--- src/rtl/mont_exp_stream_io.sv ---
// Word-serial operand loader / result drainer around mont_exp (x then y in, z out).
// Optional watchdog on the RUN state: define MONT_IO_TIMEOUT_EN to enable it.
module mont_exp_stream_io #(
    parameter int WIDTH   = 192,
    parameter int WORD    = 32,
    parameter int TMO_CYC = 200000
) (
    input  logic             clk,
    input  logic             rst,
    input  logic             in_valid,
    output logic             in_ready,
    input  logic [WORD-1:0]  in_data,
    output logic             out_valid,
    input  logic             out_ready,
    output logic [WORD-1:0]  out_data,
    output logic             out_last,
    output logic             busy,
    output logic             err,
    output logic [WIDTH-1:0] exp_x,
    output logic [WIDTH-1:0] exp_y,
    output logic             exp_start,
    input  logic [WIDTH-1:0] exp_z,
    input  logic             exp_done
);
    localparam int NWORDS = WIDTH / WORD;
    localparam logic [2:0] LAST_IDX = 3'(NWORDS - 1);

    typedef enum logic [1:0] {S_LOAD_X, S_LOAD_Y, S_RUN, S_SEND} state_t;

    state_t                       r_state, w_state_next;
    logic [2:0]                   r_cnt, w_cnt_next;
    logic [NWORDS-1:0][WORD-1:0]  r_x, w_x_next;
    logic [NWORDS-1:0][WORD-1:0]  r_y, w_y_next;
    logic [NWORDS-1:0][WORD-1:0]  r_z, w_z_next;
    logic                         w_tmo;

`ifdef MONT_IO_TIMEOUT_EN
    localparam int TW = $clog2(TMO_CYC + 1);
    logic [TW-1:0] r_tmo_cnt;
    logic          r_err;

    // Counts completed RUN cycles; fires on the TMO_CYC-th one unless done arrives.
    always_ff @(posedge clk) begin
        if (rst) begin
            r_tmo_cnt <= '0;
            r_err     <= 1'b0;
        end else begin
            r_tmo_cnt <= (r_state == S_RUN) ? r_tmo_cnt + 1'b1 : '0;
            r_err     <= r_err | w_tmo;
        end
    end

    assign w_tmo = (r_state == S_RUN) && !exp_done && (r_tmo_cnt == TW'(TMO_CYC - 1));
    assign err   = r_err;
`else
    assign w_tmo = 1'b0;
    assign err   = 1'b0;
`endif

    always_ff @(posedge clk) begin
        if (rst) begin
            r_state <= S_LOAD_X;
            r_cnt   <= '0;
            r_x     <= '0;
            r_y     <= '0;
            r_z     <= '0;
        end else begin
            r_state <= w_state_next;
            r_cnt   <= w_cnt_next;
            r_x     <= w_x_next;
            r_y     <= w_y_next;
            r_z     <= w_z_next;
        end
    end

    always_comb begin
        w_state_next = r_state;
        w_cnt_next   = r_cnt;
        w_x_next     = r_x;
        w_y_next     = r_y;
        w_z_next     = r_z;
        case (r_state)
            S_LOAD_X: begin
                if (in_valid) begin
                    w_x_next[r_cnt] = in_data;
                    if (r_cnt == LAST_IDX) begin
                        w_cnt_next   = '0;
                        w_state_next = S_LOAD_Y;
                    end else begin
                        w_cnt_next = r_cnt + 3'd1;
                    end
                end
            end
            S_LOAD_Y: begin
                if (in_valid) begin
                    w_y_next[r_cnt] = in_data;
                    if (r_cnt == LAST_IDX) begin
                        w_cnt_next   = '0;
                        w_state_next = S_RUN;
                    end else begin
                        w_cnt_next = r_cnt + 3'd1;
                    end
                end
            end
            S_RUN: begin
                // Done takes priority over a watchdog expiry in the same cycle.
                if (exp_done) begin
                    w_z_next     = exp_z;
                    w_state_next = S_SEND;
                end else if (w_tmo) begin
                    w_z_next     = '1;
                    w_state_next = S_SEND;
                end
            end
            S_SEND: begin
                if (out_ready) begin
                    if (r_cnt == LAST_IDX) begin
                        w_cnt_next   = '0;
                        w_state_next = S_LOAD_X;
                    end else begin
                        w_cnt_next = r_cnt + 3'd1;
                    end
                end
            end
            default: w_state_next = S_LOAD_X;
        endcase
    end

    // All outputs decode registered state, so exp_start/out_valid are glitch-free.
    assign in_ready  = (r_state == S_LOAD_X) || (r_state == S_LOAD_Y);
    assign exp_start = (r_state == S_RUN);
    assign out_valid = (r_state == S_SEND);
    assign out_last  = (r_state == S_SEND) && (r_cnt == LAST_IDX);
    assign out_data  = r_z[r_cnt];
    assign busy      = !((r_state == S_LOAD_X) && (r_cnt == 3'd0));
    assign exp_x     = r_x;
    assign exp_y     = r_y;

endmodule

--- config.mk ---
export PLATFORM = sky130hd
export DESIGN_NAME = mont_exp_stream_io
export DESIGN_NICKNAME = d
export VERILOG_FILES = /design/src/rtl/mont_exp_stream_io.sv
export SDC_FILE = /design/constraint.sdc
export NUM_CORES = 1
export LEC_CHECK = 0
export ABC_AREA = 0
export CORE_AREA = 4 4 251 253
export DETAILED_ROUTE_END_ITERATION = 10
export DIE_AREA = 0 0 255 257
export PLACE_DENSITY = 0.72
export SYNTH_ARGS = -nofsm -noshare
export SYNTH_HDL_FRONTEND = slang
export SYNTH_SLANG_ARGS = --single-unit
export TNS_END_PERCENT = 10
--- constraint.sdc ---
create_clock -name clk -period 1.95 [get_ports clk]
set_clock_uncertainty 0.1 [all_clocks]
set_input_delay 0.4875 -clock clk [delete_from_list [all_inputs] [get_ports clk]]
set_output_delay 0.4875 -clock clk [all_outputs]
set_load 0.02 [all_outputs]
Yosys cells after proc, flatten, opt, wreduce, memory -nomap -nowiden. Cells that the tools add are included.

Output and inout bits: 422. Flip-flop bits (word level): 581.

Equal/unequal tests: 12. Magnitude comparators: 2. Add/sub/neg operators: 1. Reduce and logical (&&, ||, !) cells: 14. Muxes and demuxes: 18.

Operators by type and width (count): $bwmux W192 (2); $bmux W32 S3 (1); $demux W32 S3 (1); $mux W32 (2); $mux W2 (7); $mux W3 (3); $ne A2 B1 Y1 const B (4); $ne A2 B2 Y1 const B (4); $pmux W2 S4 (1); $reduce_and A7 Y1 (1); $pmux W3 S2 (1); $reduce_and A2 Y1 (3); $eq A2 B2 Y1 const B (2); $lt A3 B4 Y1 const B (1); $add A3 B1 Y3 const B (1); $eq A3 B3 Y1 const B (1); $ge A3 B1 Y1 const B (1); $logic_and A1 B1 Y1 (3); $logic_not A3 Y1 (1); $reduce_and A3 Y1 (1); $eq A2 B1 Y1 const B (1); $logic_not A2 Y1 (1); $reduce_bool A2 Y1 (1); $reduce_or A2 Y1 (1); 2 further kinds (2).

Depth between registers and ports, before layout. Gate-level depths: netlist of run 1.

Word-level depth: 5. Depth in mapped cells: 8. Gate-level depth less buffers: 5.

Worst setup path after synthesis of run 1. OpenSTA, ideal clock, no wires.

Path type: flip-flop to output port. From: register r_cnt[0]. To: output out_data[22]. Path slack: -0.032 ns. Stages on the path, launching flop included: 6. Required time: 1.362 ns. Data arrival time: 1.394 ns. Cells stage by stage: dfxtp_1 > buf_4 > buf_4 > buf_2 > mux2i_1 > o22ai_1.

Word-level cells in the longest chain between the ends: 2.

Ends and longest elaborated chain: start, declared (line 31) `logic [2:0] r_cnt, w_cnt_next;`; start signal, assigned (line 69) `r_cnt <= w_cnt_next;`; $bmux W32 S3 (line 134) `assign out_data = r_z[r_cnt];`; $mux W32 (not written as such) (line 134); end, declared (line 15) `output logic [WORD-1:0] out_data,`.

Every way passes these cells. The select of a mux whose other input is x is not followed.

Worst setup path in the final report of run 1.
From: register r_cnt[0]. To: output out_data[13].

The elaborated chain is that of the path after synthesis.

==> flow_summary_export.csv, run 1 <==
group,metric,value,unit
floorplan,start_util,37.68,%
synthesis,synth_edf_count,0,
power_and_ir_drop,power_density,784.9,nW/um^2
timing,hold_viol_final,0,
power_and_ir_drop,power.share.switching,24.25,%
setup_path,cpLargestDelayFamily,"multiplexers",
place,pre_cts_slack,-549.6,ps
run,drv_cap,0,
setup_path,crit_top_cell,"buf_12",
setup_path,cpMaxStageDelayCell,"mux4_2",
synthesis,netlist.area_leader.share,50.58,%
clock_tree,clock_sinks,581,
timing,max_freq,0.3714,GHz
place,gp_congestion,0.8806,
synthesis,ys_ff_latch,581,
synthesis,syn_avg_cell_area,8.160,um^2
power_and_ir_drop,combPwrFrac,9.2,%
setup_path,r2r.worst_path.cells,7,
routing,firstDrtPassIters,6,
grt,grt_pass1_wl,139500,um
routing,ant_nets,0,
clock_tree,numCtsBuffers,59,
synthesis,synth_area_leaders,"dfxtp_1 51%, a21oi_1 13%, nand3_1 8.4%",
timing,whs,108.6,ps
synthesis,ys_seq_area_share,50.58,%
cells_and_area,syn_to_final_growth,45.77,%
grt,antenna_found_initial,15,
floorplan,dieHeight,257,um
run_status,status,"finished with violations",
place,dp.cells,4078,
setup_path,end_kind,"primary output",
routing,post-route-drc-count,0,
timing,tns,-23660,ps
cells_and_area,layout_commonest_cell,"a21oi_1",
synthesis,yosys.area.top_type,"dfxtp_1",
synthesis,synth_fa_ha_area_share,0.2721,%
power_and_ir_drop,power.leakage,12.32,nW
timing,tightestPinTransition,610.8,ps
cells_and_area,layout.nets,3603,
setup_path,critPathBufInv,4,
setup_path,cp_cell_sequence,"buf_12 > buf_12 > mux4_2 > inv_2 > o22ai_2 > buf_6",
synthesis,synth_compound_area_share,22.02,%
power_and_ir_drop,pwr-share-seq,45.6,%
place,dp_hpwl,65120,um
routing,via_per_inst,5.682,
floorplan,rows,91,
synthesis,postSynthCellCount,2818,
synthesis,yosys_warnings,0,
clock_tree,cts_tree,"done",
routing,drt_first_iter_violations,2174,
cells_and_area,drive_gt1_share,13.97,%
power_and_ir_drop,clkPwrFrac,45.2,%
setup_path,rr_startpoint,"r_cnt[2]",
floorplan,die_w,255,um
hold_path,holdPathEnd,"r_z[82]",
synthesis,synth.distinct_cells,35,
clock_tree,cts.clk_slew.worst_paths,60,ps
synthesis,synthXorXnorAreaFrac,0,%
clock_tree,clock_latency,610,ps
clock_tree,clk_path_buf_depth,3,
hold_path,hold_path.startpoint,"rst",
synthesis,synth-simple-area-share,15.41,%
routing,via_count,23945,
synthesis,yosys_most_used_dff,"dfxtp_1",
timing,rsz0062_at_grt,"yes",
timing,fin_crit_sh,138.1,%
setup_path,worstSetupPathType,"flip-flop to primary output",
setup_path,start_kind,"flip-flop",
grt,grt_usage,27.43,%
hold_path,hp-class,"input port to flip-flop",
synthesis,synth_top_family_by_area,"compound AO/OA/AOI/OAI gates",
routing,wirelength,95920,um
grt,gr-total-overflow,0,
routing,route.detailed.wl_per_inst,22.76,um
cells_and_area,mostFrequentLayoutCells,"577 x a21oi_1, 576 x dfxtp_1, 387 x nand2_1, 385 x nand3_1, 344 x o21ai_0",
grt,grt_pass1_vias,22590,
run_status,violations,"negative setup slack",
power_and_ir_drop,peakVddDrop,648.0,uV
synthesis,syn-num-nets,3052,
hold_path,worstHoldPathCells,2,
floorplan,dieArea,65540,um^2
setup_path,worst_path_largest_cell_delay,510,ps
floorplan,io_pins,651,
setup_path,r2r-end,"exp_y[5]",
floorplan,coreArea,61030,um^2
synthesis,muxShareOfSynthArea,4.707,%
synthesis,synth_area,22990,um^2
setup_path,cp_max_fo,8,
clock_tree,clockRootBuffer,"clkbuf_16",
cells_and_area,fin_cells,4214,
clock_tree,htreeDepth,2,
timing,fin_crit,2693,ps
timing,worst_slew_margin_rel,59.28,%
timing,worst_slack,-742.8,ps
place,io_buffers,649,
setup_path,arrival,2110,ps
setup_path,rrSetupSlack,10,ps
clock_tree,cts-hold-fix-buffers,0,
grt,grt_max_degree,102,
power_and_ir_drop,switchingPower,0.006381,W
power_and_ir_drop,p_int,0.01993,W
power_and_ir_drop,power,0.02631,W
setup_path,cp_data_required_time,1360,ps
timing,setup_viol,37,
timing,slew_viol_final,0,
synthesis,async_flop_share,0,%
-- area by class of cell --
cell class	count	area (um^2)
well taps	790	988.4
flip-flops and latches	581	11640
inverters	36	135.1
multi-input cells	1873	10070
diodes	10	25.02
repair buffers	818	8640
clock inverters	24	345.3
fillers	5618	27510
clock buffers	82	1673
-- per-layer routing --
metal	share of wire, %	vias up	track usage (%)
met5	0.055	-	0
met4	5.9	8	14.38
met3	11	279	6.984
met2	46	1377	44.08
met1	38	11359	33.95
li1	-	10922	-
-- metrics by stage --
step	area (um^2)	util, %
floorplan	23010	-
global placement	31460	51.55
detailed placement	31460	51.55
CTS	33620	55.08
global route	33520	54.92
finish	33520	54.92
-- flip-flops by register name (all words and copies together) (netlist names) --
name and cells:
r_z 192, r_cnt 3, exp_x 192, r_state 2
exp_y 192
-- kinds of logic (layout without fill, tap and decap cells) --
family,after synthesis,after routing
muxes,68,68
buffers and inverters,364,960
DFF,581,581
AOI/OAI and AO/OA,1001,1001
adders and majority gates,5,5
and+or+nand+nor,798,798
other,1,11
-- power groups by stage --
stage	sequential [W]	combinational, W	clock, W
after floorplan	0.0124	0.000815	0
after global placement	0.0123	0.00237	0
after detailed placement	0.0123	0.00237	0
after CTS	0.0120	0.00242	0.0120
after global routing	0.0120	0.00251	0.0125
final	0.0120	0.00242	0.0119
-- worst max path at each step --
stage                     startpoint            to  slack (ps)  cells after the start
final                       r_cnt[0]  out_data[13]        -740                      6
after global routing        r_cnt[0]  out_data[21]        -820                      6
after global placement      r_cnt[0]  out_data[13]        -530                      5
after floorplan             r_cnt[0]  out_data[25]         -30                      5
after detailed placement    r_cnt[0]  out_data[13]        -550                      5
after CTS                   r_cnt[0]  out_data[28]        -840                      7
-- cells in the mapped netlist, types with 2 or more instances --
cell and count:
and3_1 2, mux2i_1 35, o21ai_1 24, nand3_1 388, ha_1 5, a21oi_1 579
buf_1 13, o22ai_1 32, nand4_1 2, mux4_2 32, buf_2 76, nor2b_1 2
buf_4 16, o31ai_1 2, nand2b_1 4, clkbuf_1 211, inv_1 36, buf_6 11
nand2_1 388, o21ai_0 362, and3b_1 3, nand3b_1 2, dfxtp_1 581
-- repair_timing --
action | 4_1_cts | 5_1_grt
pin swaps | 5 | 3
resized for setup | 737 | 186
setup endpoints to repair | 522 | 288
setup buffers | 16 | 2
gates cloned | 6 | 0
Note: power is estimated with default switching activity, not from simulation.
==> inputs of run 2 (changes only) <==
--- a/config.mk
+++ b/config.mk
@@ -6,6 +6,7 @@
 export NUM_CORES = 1
 export LEC_CHECK = 0
 export ABC_AREA = 0
+export CAP_MARGIN = 20
 export CORE_AREA = 4 4 251 253
 export DETAILED_ROUTE_END_ITERATION = 10
 export DIE_AREA = 0 0 255 257
==> results of run 2 <==
Same layout as run 1: the final DEF is identical, and so are final timing and power.
==> inputs of run 3 (changes only) <==
--- a/config.mk
+++ b/config.mk
@@ -8,9 +8,11 @@
 export ABC_AREA = 0
 export CAP_MARGIN = 20
 export CORE_AREA = 4 4 251 253
+export CTS_BUF_LIST = sky130_fd_sc_hd__clkbuf_16
 export DETAILED_ROUTE_END_ITERATION = 10
 export DIE_AREA = 0 0 255 257
 export PLACE_DENSITY = 0.72
+export SLEW_MARGIN = 5
 export SYNTH_ARGS = -nofsm -noshare
 export SYNTH_HDL_FRONTEND = slang
 export SYNTH_SLANG_ARGS = --single-unit
==> flow_summary_export.csv, run 3 (synthesis gave the netlist of run 1 again) <==
group,metric,value,unit
floorplan,dieHeight,257,um
power_and_ir_drop,switchingPower,0.006352,W
clock_tree,numCtsBuffers,59,
floorplan,start_util,37.68,%
cells_and_area,final_cell_area,33410,um^2
run,drv_cap,0,
floorplan,die_w,255,um
cells_and_area,mostFrequentLayoutCells,"577 x a21oi_1, 576 x dfxtp_1, 387 x nand2_1, 385 x nand3_1, 347 x o21ai_0",
clock_tree,clock_sinks,581,
setup_path,r2r-end,"exp_y[55]",
grt,antenna_found_initial,14,
run_status,violations,"negative setup slack",
timing,max_freq,0.3713,GHz
timing,slew_viol_final,0,
power_and_ir_drop,power,0.02578,W
grt,gr-total-overflow,0,
place,dp.cells,4078,
power_and_ir_drop,peakVddDrop,649.9,uV
grt,grt_usage,27.37,%
timing,worst_slack,-743.2,ps
cells_and_area,drive_gt1_share,13.68,%
clock_tree,clock_latency,610,ps
timing,setup_viol,37,
clock_tree,clk_path_buf_depth,3,
routing,post-route-drc-count,0,
routing,drt_first_iter_violations,2392,
power_and_ir_drop,combPwrFrac,9.4,%
setup_path,rrSetupSlack,30,ps
grt,grt_pass1_vias,22529,
setup_path,cp_data_required_time,1360,ps
routing,wirelength,95560,um
timing,rsz0062_at_grt,"yes",
power_and_ir_drop,power.leakage,12.31,nW
timing,hold_viol_final,0,
power_and_ir_drop,p_int,0.01943,W
cells_and_area,layout_commonest_cell,"a21oi_1",
place,dp_hpwl,65120,um
place,gp_congestion,0.8806,
timing,fin_crit,2693,ps
setup_path,end_kind,"primary output",
place,pre_cts_slack,-549.6,ps
setup_path,worstSetupPathType,"flip-flop to primary output",
floorplan,dieArea,65540,um^2
power_and_ir_drop,power.share.switching,24.64,%
setup_path,cp-endpoint,"out_data[13]",
setup_path,rr_startpoint,"r_cnt[2]",
timing,fin_crit_sh,138.1,%
floorplan,rows,91,
setup_path,r2r.worst_path.cells,7,
clock_tree,cts_tree,"done",
clock_tree,cts.clk_slew.worst_paths,60,ps
setup_path,start_kind,"flip-flop",
place,io_buffers,649,
cells_and_area,syn_to_final_growth,45.30,%
routing,firstDrtPassIters,5,
power_and_ir_drop,power_density,771.7,nW/um^2
timing,tightestPinTransition,601.8,ps
setup_path,crit_start,"r_cnt[0]",
place,place_area,31460,um^2
setup_path,cp_max_fo,8,
cells_and_area,fin_cells,4214,
timing,worst_slew_margin_rel,59.88,%
run_status,status,"finished with violations",
grt,grt_pass1_wl,139200,um
routing,route.detailed.wl_per_inst,22.68,um
routing,ant_nets,0,
grt,grt_max_degree,102,
clock_tree,htreeDepth,2,
cells_and_area,layout.nets,3603,
power_and_ir_drop,clkPwrFrac,44.1,%
floorplan,io_pins,651,
setup_path,arrival,2110,ps
floorplan,coreArea,61030,um^2
routing,via_count,23914,
power_and_ir_drop,pwr-share-seq,46.6,%
routing,via_per_inst,5.675,
hold_path,hp-class,"input port to flip-flop",
clock_tree,clockRootBuffer,"clkbuf_16",
-- run 3: cell types whose count changed in the layout (fill, tap and decap cells not counted), moves of 4 or more --
cell             before  now
clkdlybuf4s15_1     114  110
clkbuf_1             12    0
inv_1                 7   19
clkinv_1              0   11
clkbuf_8             11    0
-- run 3: routing by layer --
layer | share of wire [%] | wire, um | track usage, %
met1 | 38 | 35900 | 33.77
met2 | 46 | 43590 | 43.89
met3 | 11 | 10160 | 7.065
met4 | 6.1 | 5857 | 14.60
met5 | 0.060 | 57 | 0
-- run 3: cell type report --
class,instances,area [um^2]
multi-input cells,1873,10070
clock inverters,47,431.7
diodes,10,25.02
flip-flops and latches,581,11640
fillers,5643,27620
inverters,36,135.1
well taps,790,988.4
clock buffers,59,1476
repair buffers,818,8643
-- run 3: stage by stage --
step	utilization [%]	setup TNS (ps)	hold WS, ps
3_3_place_gp	51.55	-60690	339.9
3_5_place_dp	51.55	-77390	343.4
5_1_grt	54.75	-26410	106.4
6_report	54.75	-23620	110.0
2_1_floorplan	-	-680.7	333.1
4_1_cts	54.91	-25620	71.16
-- run 3: power by group through the flow --
stage / Sequential [W] / Clock, W / Combinational [W]
5_1_grt: 0.0120 / 0.0120 / 0.00251
6_report: 0.0120 / 0.0114 / 0.00242
2_1_floorplan: 0.0124 / 0 / 0.000815
4_1_cts: 0.0120 / 0.0115 / 0.00242
3_3_place_gp: 0.0123 / 0 / 0.00237
3_5_place_dp: 0.0123 / 0 / 0.00237
-- run 3: worst min-delay path by stage --
stage | from | endpoint | slack [ps] | cells past startpoint
floorplan | r_z[64] | r_z[64] | 330 | 2
global placement | r_z[107] | r_z[107] | 340 | 2
detailed placement | r_z[109] | r_z[109] | 340 | 2
CTS | rst | r_z[77] | 70 | 2
global route | rst | r_z[18] | 110 | 2
finish | rst | r_z[18] | 110 | 2
-- run 3: critical path, stage by stage, from the launching register on --
cell and delay (ps):
dfxtp_4 390, buf_12 140, buf_12 140, mux4_2 510
inv_2 70, o22ai_2 90, buf_6 150
-- run 3: timing repair --
action | CTS | global route
pin swaps | 4 | 4
setup buffers | 16 | 2
gates cloned | 6 | 0
hold buffers | 0 | 0
setup endpoints to repair | 522 | 312
gates resized for setup | 740 | 178
hold endpoints to repair | 0 | 0
